==> src/rtl/hilo_acc_bank_if.sv <==
// Op/read bus of the HI/LO accumulator bank: op request channel, read port and
// in-flight accumulate status.
interface hilo_acc_bank_if #(
    parameter int unsigned DATA_W = 32,
    parameter int unsigned SEL_W  = 2
);
    logic              in_valid;
    logic              in_ready;
    logic [2:0]        op;
    logic [SEL_W-1:0]  acc_sel;
    logic [DATA_W-1:0] hi_in;
    logic [DATA_W-1:0] lo_in;
    logic [SEL_W-1:0]  rd_sel;
    logic [DATA_W-1:0] hi_out;
    logic [DATA_W-1:0] lo_out;
    logic              pending;
    logic [SEL_W-1:0]  pending_sel;

    modport master (
        output in_valid, op, acc_sel, hi_in, lo_in, rd_sel,
        input  in_ready, hi_out, lo_out, pending, pending_sel
    );

    modport slave (
        input  in_valid, op, acc_sel, hi_in, lo_in, rd_sel,
        output in_ready, hi_out, lo_out, pending, pending_sel
    );
endinterface

==> src/rtl/hilo_acc_bank.sv <==
// Bank of HI/LO accumulator pairs: direct writes commit in one cycle, MADD/MSUB
// commit one cycle later through a single-entry pending stage.
module hilo_acc_bank #(
    parameter int unsigned DATA_W  = 32,
    parameter int unsigned NUM_ACC = 4,
    parameter int unsigned SEL_W   = 2
) (
    input logic             i_clk,
    input logic             i_rst,
    hilo_acc_bank_if.slave  bus
);
    localparam logic [2:0] OpWhi   = 3'd1;
    localparam logic [2:0] OpWlo   = 3'd2;
    localparam logic [2:0] OpWboth = 3'd3;
    localparam logic [2:0] OpMadd  = 3'd4;
    localparam logic [2:0] OpMsub  = 3'd5;
    localparam logic [2:0] OpClr   = 3'd6;

    typedef enum logic {StIdle, StPend} state_e;

    state_e              r_state;
    logic [DATA_W-1:0]   r_hi [NUM_ACC];
    logic [DATA_W-1:0]   r_lo [NUM_ACC];
    logic [SEL_W-1:0]    r_psel;
    logic                r_psub;
    logic [2*DATA_W-1:0] r_addend;

    logic                w_is_nop;
    logic                w_is_acc;
    logic                w_ready;
    logic                w_accept;
    logic [2*DATA_W-1:0] w_cur;
    logic [2*DATA_W-1:0] w_res;

    always_comb begin
        w_is_nop = (bus.op == 3'd0) || (bus.op == 3'd7);
        w_is_acc = (bus.op == OpMadd) || (bus.op == OpMsub);
        // Only a same-target op collides with the in-flight accumulate.
        w_ready  = !((r_state == StPend) && (bus.acc_sel == r_psel) && !w_is_nop);
        w_accept = bus.in_valid && w_ready;
        w_cur    = {r_hi[r_psel], r_lo[r_psel]};
        w_res    = r_psub ? (w_cur - r_addend) : (w_cur + r_addend);
    end

    assign bus.in_ready    = w_ready;
    assign bus.hi_out      = r_hi[bus.rd_sel];
    assign bus.lo_out      = r_lo[bus.rd_sel];
    assign bus.pending     = (r_state == StPend);
    assign bus.pending_sel = r_psel;

    always_ff @(posedge i_clk) begin
        if (!i_rst) begin
            r_state  <= StIdle;
            r_hi     <= '{default: '0};
            r_lo     <= '{default: '0};
            r_psel   <= '0;
            r_psub   <= 1'b0;
            r_addend <= '0;
        end else begin
            if (r_state == StPend) begin
                r_hi[r_psel] <= w_res[2*DATA_W-1:DATA_W];
                r_lo[r_psel] <= w_res[DATA_W-1:0];
            end
            if (w_accept) begin
                case (bus.op)
                    OpWhi:   r_hi[bus.acc_sel] <= bus.hi_in;
                    OpWlo:   r_lo[bus.acc_sel] <= bus.lo_in;
                    OpWboth: begin
                        r_hi[bus.acc_sel] <= bus.hi_in;
                        r_lo[bus.acc_sel] <= bus.lo_in;
                    end
                    OpClr: begin
                        r_hi[bus.acc_sel] <= '0;
                        r_lo[bus.acc_sel] <= '0;
                    end
                    default: ;
                endcase
            end
            if (w_accept && w_is_acc) begin
                r_state  <= StPend;
                r_psel   <= bus.acc_sel;
                r_psub   <= (bus.op == OpMsub);
                r_addend <= {bus.hi_in, bus.lo_in};
            end else begin
                r_state  <= StIdle;
                r_psel   <= '0;
            end
        end
    end
endmodule
==> src/flat_wrapper.sv <==
// flat-port wrapper written by rule: the top's interface ports become plain ports
module hilo_acc_bank_flat 
#(
    parameter int unsigned DATA_W  = 32,
    parameter int unsigned NUM_ACC = 4,
    parameter int unsigned SEL_W   = 2
)
  (i_clk, i_rst, bus_in_valid, bus_op, bus_acc_sel, bus_hi_in, bus_lo_in, bus_rd_sel, bus_in_ready, bus_hi_out, bus_lo_out, bus_pending, bus_pending_sel);
  hilo_acc_bank_if #(.DATA_W(DATA_W), .SEL_W(SEL_W)) bus_i ();
  input logic i_clk;
  input logic i_rst;
  input wire logic [$bits(bus_i.in_valid)-1:0] bus_in_valid;
  input wire logic [$bits(bus_i.op)-1:0] bus_op;
  input wire logic [$bits(bus_i.acc_sel)-1:0] bus_acc_sel;
  input wire logic [$bits(bus_i.hi_in)-1:0] bus_hi_in;
  input wire logic [$bits(bus_i.lo_in)-1:0] bus_lo_in;
  input wire logic [$bits(bus_i.rd_sel)-1:0] bus_rd_sel;
  output wire logic [$bits(bus_i.in_ready)-1:0] bus_in_ready;
  output wire logic [$bits(bus_i.hi_out)-1:0] bus_hi_out;
  output wire logic [$bits(bus_i.lo_out)-1:0] bus_lo_out;
  output wire logic [$bits(bus_i.pending)-1:0] bus_pending;
  output wire logic [$bits(bus_i.pending_sel)-1:0] bus_pending_sel;
  assign bus_i.in_valid = bus_in_valid;
  assign bus_i.op = bus_op;
  assign bus_i.acc_sel = bus_acc_sel;
  assign bus_i.hi_in = bus_hi_in;
  assign bus_i.lo_in = bus_lo_in;
  assign bus_i.rd_sel = bus_rd_sel;
  assign bus_in_ready = bus_i.in_ready;
  assign bus_hi_out = bus_i.hi_out;
  assign bus_lo_out = bus_i.lo_out;
  assign bus_pending = bus_i.pending;
  assign bus_pending_sel = bus_i.pending_sel;
  hilo_acc_bank #(.DATA_W(DATA_W), .NUM_ACC(NUM_ACC), .SEL_W(SEL_W)) u_core (.i_clk(i_clk), .i_rst(i_rst), .bus(bus_i));
endmodule
==> config.mk <==
export PLATFORM = sky130hd
export DESIGN_NAME = hilo_acc_bank_flat
export DESIGN_NICKNAME = d
export VERILOG_FILES = /design/src/rtl/hilo_acc_bank_if.sv /design/src/rtl/hilo_acc_bank.sv /design/src/flat_wrapper.sv
export SDC_FILE = /design/constraint.sdc
export NUM_CORES = 1
export LEC_CHECK = 0
export CORE_ASPECT_RATIO = 1.2
export CORE_UTILIZATION = 50
export DETAILED_ROUTE_END_ITERATION = 10
export HOLD_SLACK_MARGIN = 0.02
export PLACE_DENSITY_LB_ADDON = 0.1
export SLEW_MARGIN = 10
export SYNTH_ARGS = -nofsm -noshare
export SYNTH_HDL_FRONTEND = slang
export SYNTH_SLANG_ARGS = --single-unit
==> constraint.sdc <==
create_clock -name i_clk -period 5.2 [get_ports i_clk]
set_clock_uncertainty 0.2 [all_clocks]
set_input_delay 0.52 -clock i_clk [delete_from_list [all_inputs] [get_ports i_clk]]
set_output_delay 0.52 -clock i_clk [all_outputs]
set_load 0.03 [all_outputs]
# Word level (Yosys, flattened, before mapping)
# Cells that the tools add are included.
[totals] reg_bits=324 latch_bits=0 ramBits=0 mem_bits_ro=0 inputBits=74 elab_cells=77 n_memories=0
[classes] n_addsub=2 n_mul=0 div_mod_pow=0 order_cmp=5 eq_ne=8 shifts=0 muxes=30 bitwise=6 n_reduce_logical=14
[ops] op="two-way mux 128 bit" count=6
[ops] op="bitwise mux 128 bit" count=4
[ops] op="case mux 128 bit (2 select lines)" count=2
[ops] op="two-way mux 32 bit" count=10
[ops] op="bitwise AND 128 bit" count=2
[ops] op="binary-select mux 32 bit (select 2 bit)" count=4
[ops] op="demux 32 bit (select 2 bit)" count=2
[ops] op="NOT 128 bit" count=1
[ops] op="adder 64 bit" count=1
[ops] op="two-way mux 64 bit" count=1
[ops] op="subtractor 64 bit" count=1
[ops] op="equality test 3 bit (second input constant)" count=4
[ops] op="greater-or-equal comparator 3 bit (second input constant)" count=3
[ops] op="NOT 2 -> 3 bit" count=3
[ops] op="equality test 3 x 2 -> 1 bit (second input constant)" count=2
[ops] op="logical AND 1 bit" count=6
[ops] op="less-than comparator 3 x 1 -> 1 bit (second input constant)" count=2
[ops] op="OR reduction 2 bit" count=2
[ops] op="equality test 3 x 1 -> 1 bit (second input constant)" count=1
[ops] op="logical NOT 3 bit" count=1
[ops] op="equality test 2 bit" count=1
[ops] op="logical NOT 1 bit" count=2
[ops] op="logical OR 1 bit" count=2
[ops] op="AND reduction 2 bit" count=1
[ops] op="two-way mux 1 bit" count=1

# Depth between registers and ports, before layout
# Gate-level depths: netlist of the first run.
[depth] word_depth=12 mapped_depth=22

# Worst setup path before layout of the first run
# No wires, ideal clock.
[synth_path] path_kind="flip-flop to flip-flop" start="reg u_core.r_psel[0], in the netlist u_core.bus.pending_sel[0]" end="reg u_core.r_hi[124] (netlist bit)" setup_ps=117 t_arrival_ps=4627 required_ps=4883 setup_slack_ps=256 stages_incl_launch_ff=17 path_buffers=4 period_less_slack_ps=4944 cell_sequence="dfxtp_1 buf_2 buf_1 buf_1 mux4_2 ha_1 clkbuf_1 a21o_1 a21o_1 a2111oi_0 o21ai_0 a221oi_1 nand2_1 a31oi_1 o31a_2 mux2i_1 nand2_1"
[synth_between] elab_chain_cells=12 elab_cells_between_ends=27 cone_classes="2 x add/sub; 2 x order compare; 1 x eq/ne; 15 x mux; 2 x bitwise; 5 x reduce/logical"
[synth_lines] item="start: declaration" line="hilo_acc_bank.sv:24" text="logic [SEL_W-1:0] r_psel;"
[synth_lines] item="start signal: assignment" line="hilo_acc_bank.sv:81" text="r_psel <= bus.acc_sel;"
[synth_lines] item="NOT 2 -> 3 bit (implied by the code)" line="hilo_acc_bank.sv:41, hilo_acc_bank.sv:61"
[synth_lines] item="binary-select mux 32 bit (select 2 bit)" line="hilo_acc_bank.sv:41" text="w_cur = {r_hi[r_psel], r_lo[r_psel]};"
[synth_lines] item="two-way mux 32 bit (implied by the code) (2 in a row)" line="hilo_acc_bank.sv:41"
[synth_lines] item="adder 64 bit or subtractor 64 bit (tied branches)" line="hilo_acc_bank.sv:42" text="w_res = r_psub ? (w_cur - r_addend) : (w_cur + r_addend);"
[synth_lines] item="two-way mux 64 bit" line="hilo_acc_bank.sv:42"
[synth_lines] item="bitwise mux 128 bit" line="hilo_acc_bank.sv:61" text="r_hi[r_psel] <= w_res[2*DATA_W-1:DATA_W];"
[synth_lines] item="two-way mux 128 bit" line="hilo_acc_bank.sv:60" text="if (r_state == StPend) begin"
[synth_lines] item="two-way mux 128 bit" line="hilo_acc_bank.sv:52" text="if (!i_rst) begin"
[synth_lines] item="bitwise AND 128 bit (no line) or bitwise mux 128 bit (tied branches)"
[synth_lines] item="case mux 128 bit (2 select lines)" line="hilo_acc_bank.sv:65" text="case (bus.op)"
[synth_lines] item="two-way mux 128 bit (*)" line="hilo_acc_bank.sv:64" text="if (w_accept) begin"
[synth_lines] item="end signal: indexed assignment" line="hilo_acc_bank.sv:61"
[synth_lines] item="end signal: indexed assignment" line="hilo_acc_bank.sv:66" text="OpWhi: r_hi[bus.acc_sel] <= bus.hi_in;"
[synth_lines] item="end signal: indexed assignment" line="hilo_acc_bank.sv:69" text="r_hi[bus.acc_sel] <= bus.hi_in;"
[synth_lines] item="end: declaration" line="hilo_acc_bank.sv:22" text="logic [DATA_W-1:0] r_hi [NUM_ACC];"
# Every way passes the cells marked *; elsewhere a longest branch is shown, timed or not. The select of a mux whose other input is x is not followed.
# A chain may end at the register's enable or synchronous reset.

# Final worst setup path of the first run
[layout_path] start="reg u_core.r_addend[35]" end="reg u_core.r_hi[92] (netlist bit)"
[layout_between] elab_chain_cells=8 elab_cells_between_ends=10 cone_classes="2 x add/sub; 7 x mux; 1 x bitwise"
[layout_lines] item="start: declaration" line="hilo_acc_bank.sv:26" text="logic [2*DATA_W-1:0] r_addend;"
[layout_lines] item="start signal: assignment" line="hilo_acc_bank.sv:83" text="r_addend <= {bus.hi_in, bus.lo_in};"
[layout_lines] item="adder 64 bit or subtractor 64 bit (tied branches)" line="hilo_acc_bank.sv:42"
[layout_lines] item="two-way mux 64 bit (*)" line="hilo_acc_bank.sv:42"
[layout_lines] item="bitwise mux 128 bit (*)" line="hilo_acc_bank.sv:61"
[layout_lines] item="two-way mux 128 bit (*)" line="hilo_acc_bank.sv:60"
[layout_lines] item="two-way mux 128 bit (*)" line="hilo_acc_bank.sv:52"
[layout_lines] item="bitwise AND 128 bit (no line) or bitwise mux 128 bit (tied branches)"
[layout_lines] item="case mux 128 bit (2 select lines)" line="hilo_acc_bank.sv:65"
[layout_lines] item="two-way mux 128 bit (*)" line="hilo_acc_bank.sv:64"
# Marks and branches as above.

==> results of run 1 <==
-- timing repair --
action,CTS,global route
setup endpoints to repair,6,92
pin swaps,2,8
resized for setup,2,52
buffers inserted,1,4
-- worst min-delay path by stage --
stage                   startpoint                  end  slack [ns]  cells after the start
2_1_floorplan  u_core.r_addend[43]  u_core.r_addend[43]        0.24                      2
4_1_cts                      i_rst      u_core.r_hi[86]        0.23                      3
3_3_place_gp   u_core.r_addend[43]  u_core.r_addend[43]        0.26                      2
6_report                     i_rst      u_core.r_hi[63]        0.24                      3
3_5_place_dp   u_core.r_addend[63]  u_core.r_addend[63]        0.28                      2
5_1_grt                      i_rst      u_core.r_hi[54]        0.29                      3
-- flip-flops by register name (all words and copies together) (netlist names) --
| name | cells |
|---|---|
| u_core.r_hi | 128 |
| u_core.r_lo | 128 |
| u_core.r_psub | 1 |
| u_core.bus.pending_sel | 2 |
| u_core.bus.pending | 1 |
| u_core.r_addend | 64 |
-- cells in the mapped netlist (16+ instances only) --
cell / n
a22oi_1: 111
a21boi_0: 66
o211ai_1: 33
buf_1: 28
xor2_1: 30
nand2_1: 383
nor3_1: 31
o21ai_0: 167
nand3_1: 63
mux4_2: 128
a32oi_1: 29
xnor2_1: 94
a21o_1: 38
mux2i_1: 16
a31oi_1: 20
a21oi_1: 178
inv_1: 37
ha_1: 71
clkbuf_1: 168
o22ai_1: 76
nor2_1: 164
dfxtp_1: 324
nor2b_1: 115
nand4_1: 26
and3_1: 21
-- cells by family after synthesis --
| family | count (synthesis) | share of synthesized area, % |
|---|---|---|
| AO/OA/AOI/OAI | 811 | 24.1 |
| XOR/XNOR | 124 | 5.00 |
| adder cells (fa/ha/maj) | 72 | 4.18 |
| buffers and inverters | 238 | 4.14 |
| flip-flops | 324 | 29.9 |
| multiplexers | 145 | 14.1 |
| AND/OR/NAND/NOR | 875 | 18.7 |
-- per-layer routing --
metal / wire length, um / vias to the layer above / GRT usage, %
met5: 0 / - / 0
met4: 4390 / 0 / 19.6
met3: 6100 / 222 / 5.69
met2: 39500 / 1012 / 61.1
met1: 31500 / 10300 / 44.5
li1: - / 9790 / -
-- power by group --
group / switching [uW] / total, uW / internal, uW
Clock: 1120 / 2640 / 1520
Combinational: 1140 / 1870 / 736
Sequential: 56.1 / 2590 / 2540
-- through the flow --
| stage | hold slack (ns) | instance area (um^2) | total power (uW) | TNS [ns] |
|---|---|---|---|---|
| finish | 0.240 | 25800 | 7110 | 0 |
| global route | 0.287 | 25800 | 7360 | -1.06 |
| CTS | 0.229 | 25500 | 7060 | 0 |
| detailed placement | 0.276 | 24300 | 4440 | -0.00601 |
| global placement | 0.264 | 24300 | 4420 | 0 |
| floorplan | 0.243 | 21700 | 3750 | 0 |
-- worst max-delay path, cell delays in order, from the launching register on --
cell,delay [ns]
dfxtp_1,0.39
nor4_2,0.40
nor2b_1,0.24
nand2_1,0.18
or4_1,0.66
nor3_1,0.25
buf_4,0.22
a21oi_1,0.10
xnor2_1,0.15
ha_1,0.34
a21oi_1,0.20
o21bai_1,0.09
a21o_1,0.23
a21o_1,0.19
a21o_1,0.17
a21o_1,0.16
a21oi_1,0.25
o31a_2,0.28
mux2i_1,0.21
nand2_1,0.06
-- area by class of cell --
cell class                 instances  area [um^2]  share of cell area [%]
multi-input combinational       2027        14600                    56.9
sequential                       324         6490                    25.2
timing repair buffer             291         2600                    10.1
clock buffer                      56         1110                    4.31
tap                              552          691                    2.68
inverter                          37          139                   0.539
clock inverter                    10         78.8                   0.306
==> flow_metrics.tcl, run 1 <==
set metrics [dict create \
    overflow 0 \
    worst_slew_pin_slew_ns 1.26 \
    dieWidth_um 192 \
    cts.reportedPaths.clkPinSlew_ns 0.06 \
    drt_wl_total_um 81400 \
    grt_setup_unrepaired "true" \
    dp_cells 3226 \
    ir_drop_uv 342 \
    clk_latency_ns 0.58 \
    worstReg2RegStart "u_core.r_addend[35]" \
    grt_max_degree 94 \
    num_antenna_cells 0 \
    cts_tree "built" \
    power.density_mw_per_mm2 276 \
    fin_crit_sh_pct 97.2 \
    gp_congestion 1.02 \
    critical_path.startpoint_type "flop" \
    track_usage_pct 36.4 \
    endpoint "u_core.r_hi[92]" \
    fmax_ghz 0.198 \
    clk_path_buf_depth 3 \
    dpl_worst_slack_ns -0.00327 \
    dieArea_mm2 0.0443 \
    ys_seq_elements 324 \
    cts_buffers 37 \
    clkSinkCount 324 \
    holdBufCountCts 0 \
    htree_num_levels 2 \
    path_class "reg2reg" \
    drv_slew 0 \
    fillerInstances 3863 \
    synth_area_leaders "dfxtp_1, mux4_2, nand2_1, a21oi_1, ha_1" \
    ff2ff_setup_slack_ns 0.15 \
    fin_util_pct 60.2 \
    synth-edff-count 0 \
    avgRoutedWirePerCell_um 24.7 \
    critPathLaunch "u_core.r_addend[35]" \
    ant_nets 0 \
    leakage_uw 0.00926 \
    synth_cells 2589 \
    setup_ws_ns 0.145 \
    grt_first_pass_wirelength_um 123000 \
    io_buffers 141 \
    stdcell_count 3297 \
    vias_per_cell 6.47 \
    rows 83 \
    worstPathMaxFanout 6 \
    layout_commonest_cell "nand2_1" \
    synthArstFlopShare_pct 0 \
    synthFlopType "dfxtp_1" \
    hp-class "in2reg" \
    synth_top_area_cell "dfxtp_1" \
    start_util_pct 50.8 \
    arrival_ns 5.33 \
    fp.dieH_um 230 \
    core_area_mm2 0.0428 \
    synth_nets 2735 \
    yosys.cell_types.count 75 \
    vias 21300 \
    reg2regPathDepth 19 \
    syn_avg_cell_area_um2 8.39 \
    yosysWarnings 0 \
    final_nets 2864 \
    end_kind "flop" \
    relSlewSlack_pct 16.3 \
    antenna_found_initial 1 \
    area_delta_synth_final_pct 18.5 \
    dp_hpwl_um 56100 \
    drcViolationCount 0 \
    grt_pass1_vias 20800 \
    synth_top_area_share_pct 29.9 \
    setup_viol 0 \
    status "completed" \
    cp_data_required_time_ns 5.47 \
    finalHoldViolCount 0 \
    r2r_end "u_core.r_hi[92]" \
    final_cell_mix "nand2_1, dfxtp_1, a21oi_1, nor2_1, o21ai_0" \
    drive_gt1_share_pct 14.9 \
    seq_area_frac_synth_pct 29.9 \
    cap_violations 0 \
    fin_crit_ns 5.05 \
    ioPinCount 142 \
    drt_iter0_drc 2070 \
    firstDrtPassIters 6 \
    synth_area_mm2 0.0217 \
    root_buffer "clkbuf_16" \
]
(Power assumes the default switching activity.)
==> run 2, diff against run 1 <==
--- a/config.mk
+++ b/config.mk
@@ -7,6 +7,7 @@
 export LEC_CHECK = 0
 export CORE_ASPECT_RATIO = 1.2
 export CORE_UTILIZATION = 50
+export CTS_BUF_LIST = sky130_fd_sc_hd__clkbuf_8
 export DETAILED_ROUTE_END_ITERATION = 10
 export HOLD_SLACK_MARGIN = 0.02
 export PLACE_DENSITY_LB_ADDON = 0.1
==> run 2 against run 1 <==
Effect of this change: first-iteration DRC count rose by 2.7%; critical path depth did not move; highest routed layer unchanged; cell area did not move; sequential share of layout area did not move; clock-buffer cell count rose by 15; routed wire length barely moved; largest cell class unchanged; critical path type unchanged; critical endpoint unchanged.
==> flow_metrics.tcl, run 2 (same netlist as run 1, synthesis figures left out) <==
set metrics [dict create \
    track_usage_pct 36.4 \
    fin_crit_ns 5.03 \
    setup_tns_ns 0 \
    grt_setup_unrepaired "true" \
    cp_data_required_time_ns 5.56 \
    hp-class "in2reg" \
    grt_max_degree 94 \
    antenna_found_initial 1 \
    drt_iter0_drc 2126 \
    root_buffer "clkbuf_8" \
    dieArea_mm2 0.0443 \
    cts_buffers 55 \
    core_area_mm2 0.0428 \
    path_class "reg2reg" \
    ant_nets 0 \
    arrival_ns 5.40 \
    relSlewSlack_pct 17.5 \
    cap_violations 0 \
    dieWidth_um 192 \
    worstPathMaxFanout 6 \
    setup_viol 0 \
    drv_slew 0 \
    clk_path_buf_depth 3 \
    rows 83 \
    dpl_worst_slack_ns -0.00327 \
    finalHoldViolCount 0 \
    area_delta_synth_final_pct 18.5 \
    io_buffers 141 \
    final_cell_mix "nand2_1, dfxtp_1, a21oi_1, nor2_1, o21ai_0" \
    drt_wl_total_um 81500 \
    fp.dieH_um 230 \
    critical_path_buf_inv_count 1 \
    clk_latency_ns 0.68 \
    start_util_pct 50.8 \
    finalHoldWorstSlack_ns 0.147 \
    cp_top_family "simple AND/OR/NAND/NOR gates" \
    end_kind "flop" \
    leakage_uw 0.00933 \
    post-route-cell-area_mm2 0.0258 \
    firstDrtPassIters 8 \
    drcViolationCount 0 \
    status "completed" \
    gp_congestion 1.02 \
    dp_hpwl_um 56100 \
    critical_path.startpoint_type "flop" \
    cp_slowest_cell "or4_1" \
    clkSinkCount 324 \
    worst_slew_pin_slew_ns 1.24 \
    htree_num_levels 2 \
    holdBufCountCts 0 \
    total_power_uw 6970 \
    fin_crit_sh_pct 96.8 \
    power.density_mw_per_mm2 271 \
    setup_ws_ns 0.168 \
    top_regs "u_core.r_hi (128), u_core.r_lo (128), u_core.r_addend (64)" \
    ioPinCount 142 \
    final_nets 2882 \
    overflow 0 \
    path_cells "nor4_2 -> nor2b_1 -> nand2_1 -> or4_1 -> nor3_1 -> buf_4 -> a21oi_1 -> xnor2_1 -> ha_1 -> a21oi_1 -> o21bai_1 -> a21o_1 -> a21o_1 -> a21o_1 -> a21o_1 -> a21oi_1 -> o31a_2 -> mux2i_1 -> nand2_1" \
    vias 21600 \
    cts_tree "built" \
    avgRoutedWirePerCell_um 24.5 \
    fmax_ghz 0.199 \
    drive_gt1_share_pct 15.7 \
    cp_common_cell "a21o_1" \
    vias_per_cell 6.50 \
    cts.reportedPaths.clkPinSlew_ns 0.06 \
    ir_drop_uv 223 \
    grt_first_pass_wirelength_um 123000 \
    grt_pass1_vias 20900 \
    dpl_cell_area_mm2 0.0243 \
    slowest_delay_ns 0.67 \
    layout_commonest_cell "nand2_1" \
]
==> run 2: through the flow <==
stage	utilization [%]	std cells
floorplan	-	2589
global placement	56.7	3226
detailed placement	56.7	3226
CTS	59.5	3323
global route	60.2	3329
finish	60.2	3329
==> run 2: tightest hold or removal path, stage by stage <==
cell and delay (ns):
buf_6 0.26, nand2_1 0.12, o21ai_1 0.05
==> run 2: path summary, 6_finish.rpt <==
| kind | start | end | slack (ns) | cells after the start |
|---|---|---|---|---|
| worst max-delay path | u_core.r_addend[35] | u_core.r_hi[92] | 0.17 | 19 |
| worst min-delay path | i_rst | u_core.r_hi[63] | 0.15 | 3 |
| worst max register to register | u_core.r_addend[35] | u_core.r_hi[92] | 0.17 | 19 |
| worst min register to register | u_core.r_addend[63] | u_core.r_addend[63] | 0.28 | 2 |
==> run 2: final cells by class <==
type	count	area (um^2)
flip-flops and latches	324	6490
inverters	37	139
clock buffers	71	977
well taps	552	691
multi-input cells	2027	14700
repair buffers	291	2600
fillers	3909	17000
diodes	1	2.50
clock inverters	26	188
==> run 2: per-layer routing <==
metal	vias up	part of all wire [%]	global-route usage, %
met3	264	7.4	5.55
met4	0	5.6	19.5
met1	10400	39	44.5
li1	9839	-	-
met5	-	0	0
met2	1127	48	61.1
==> run 2: power breakdown <==
group	internal (uW)	leakage (uW)	total [uW]	switching (uW)
Combinational	740	0.00604	1880	1140
Sequential	2540	0.00262	2590	55.9
Clock	1360	0.000662	2500	1140
Total	4640	0.00933	6970	2330
==> run 2: timing repair <==
item,in CTS,in global routing
setup endpoints to repair,6,92
gates resized for setup,4,51
buffers inserted,0,5
pin swaps,2,11
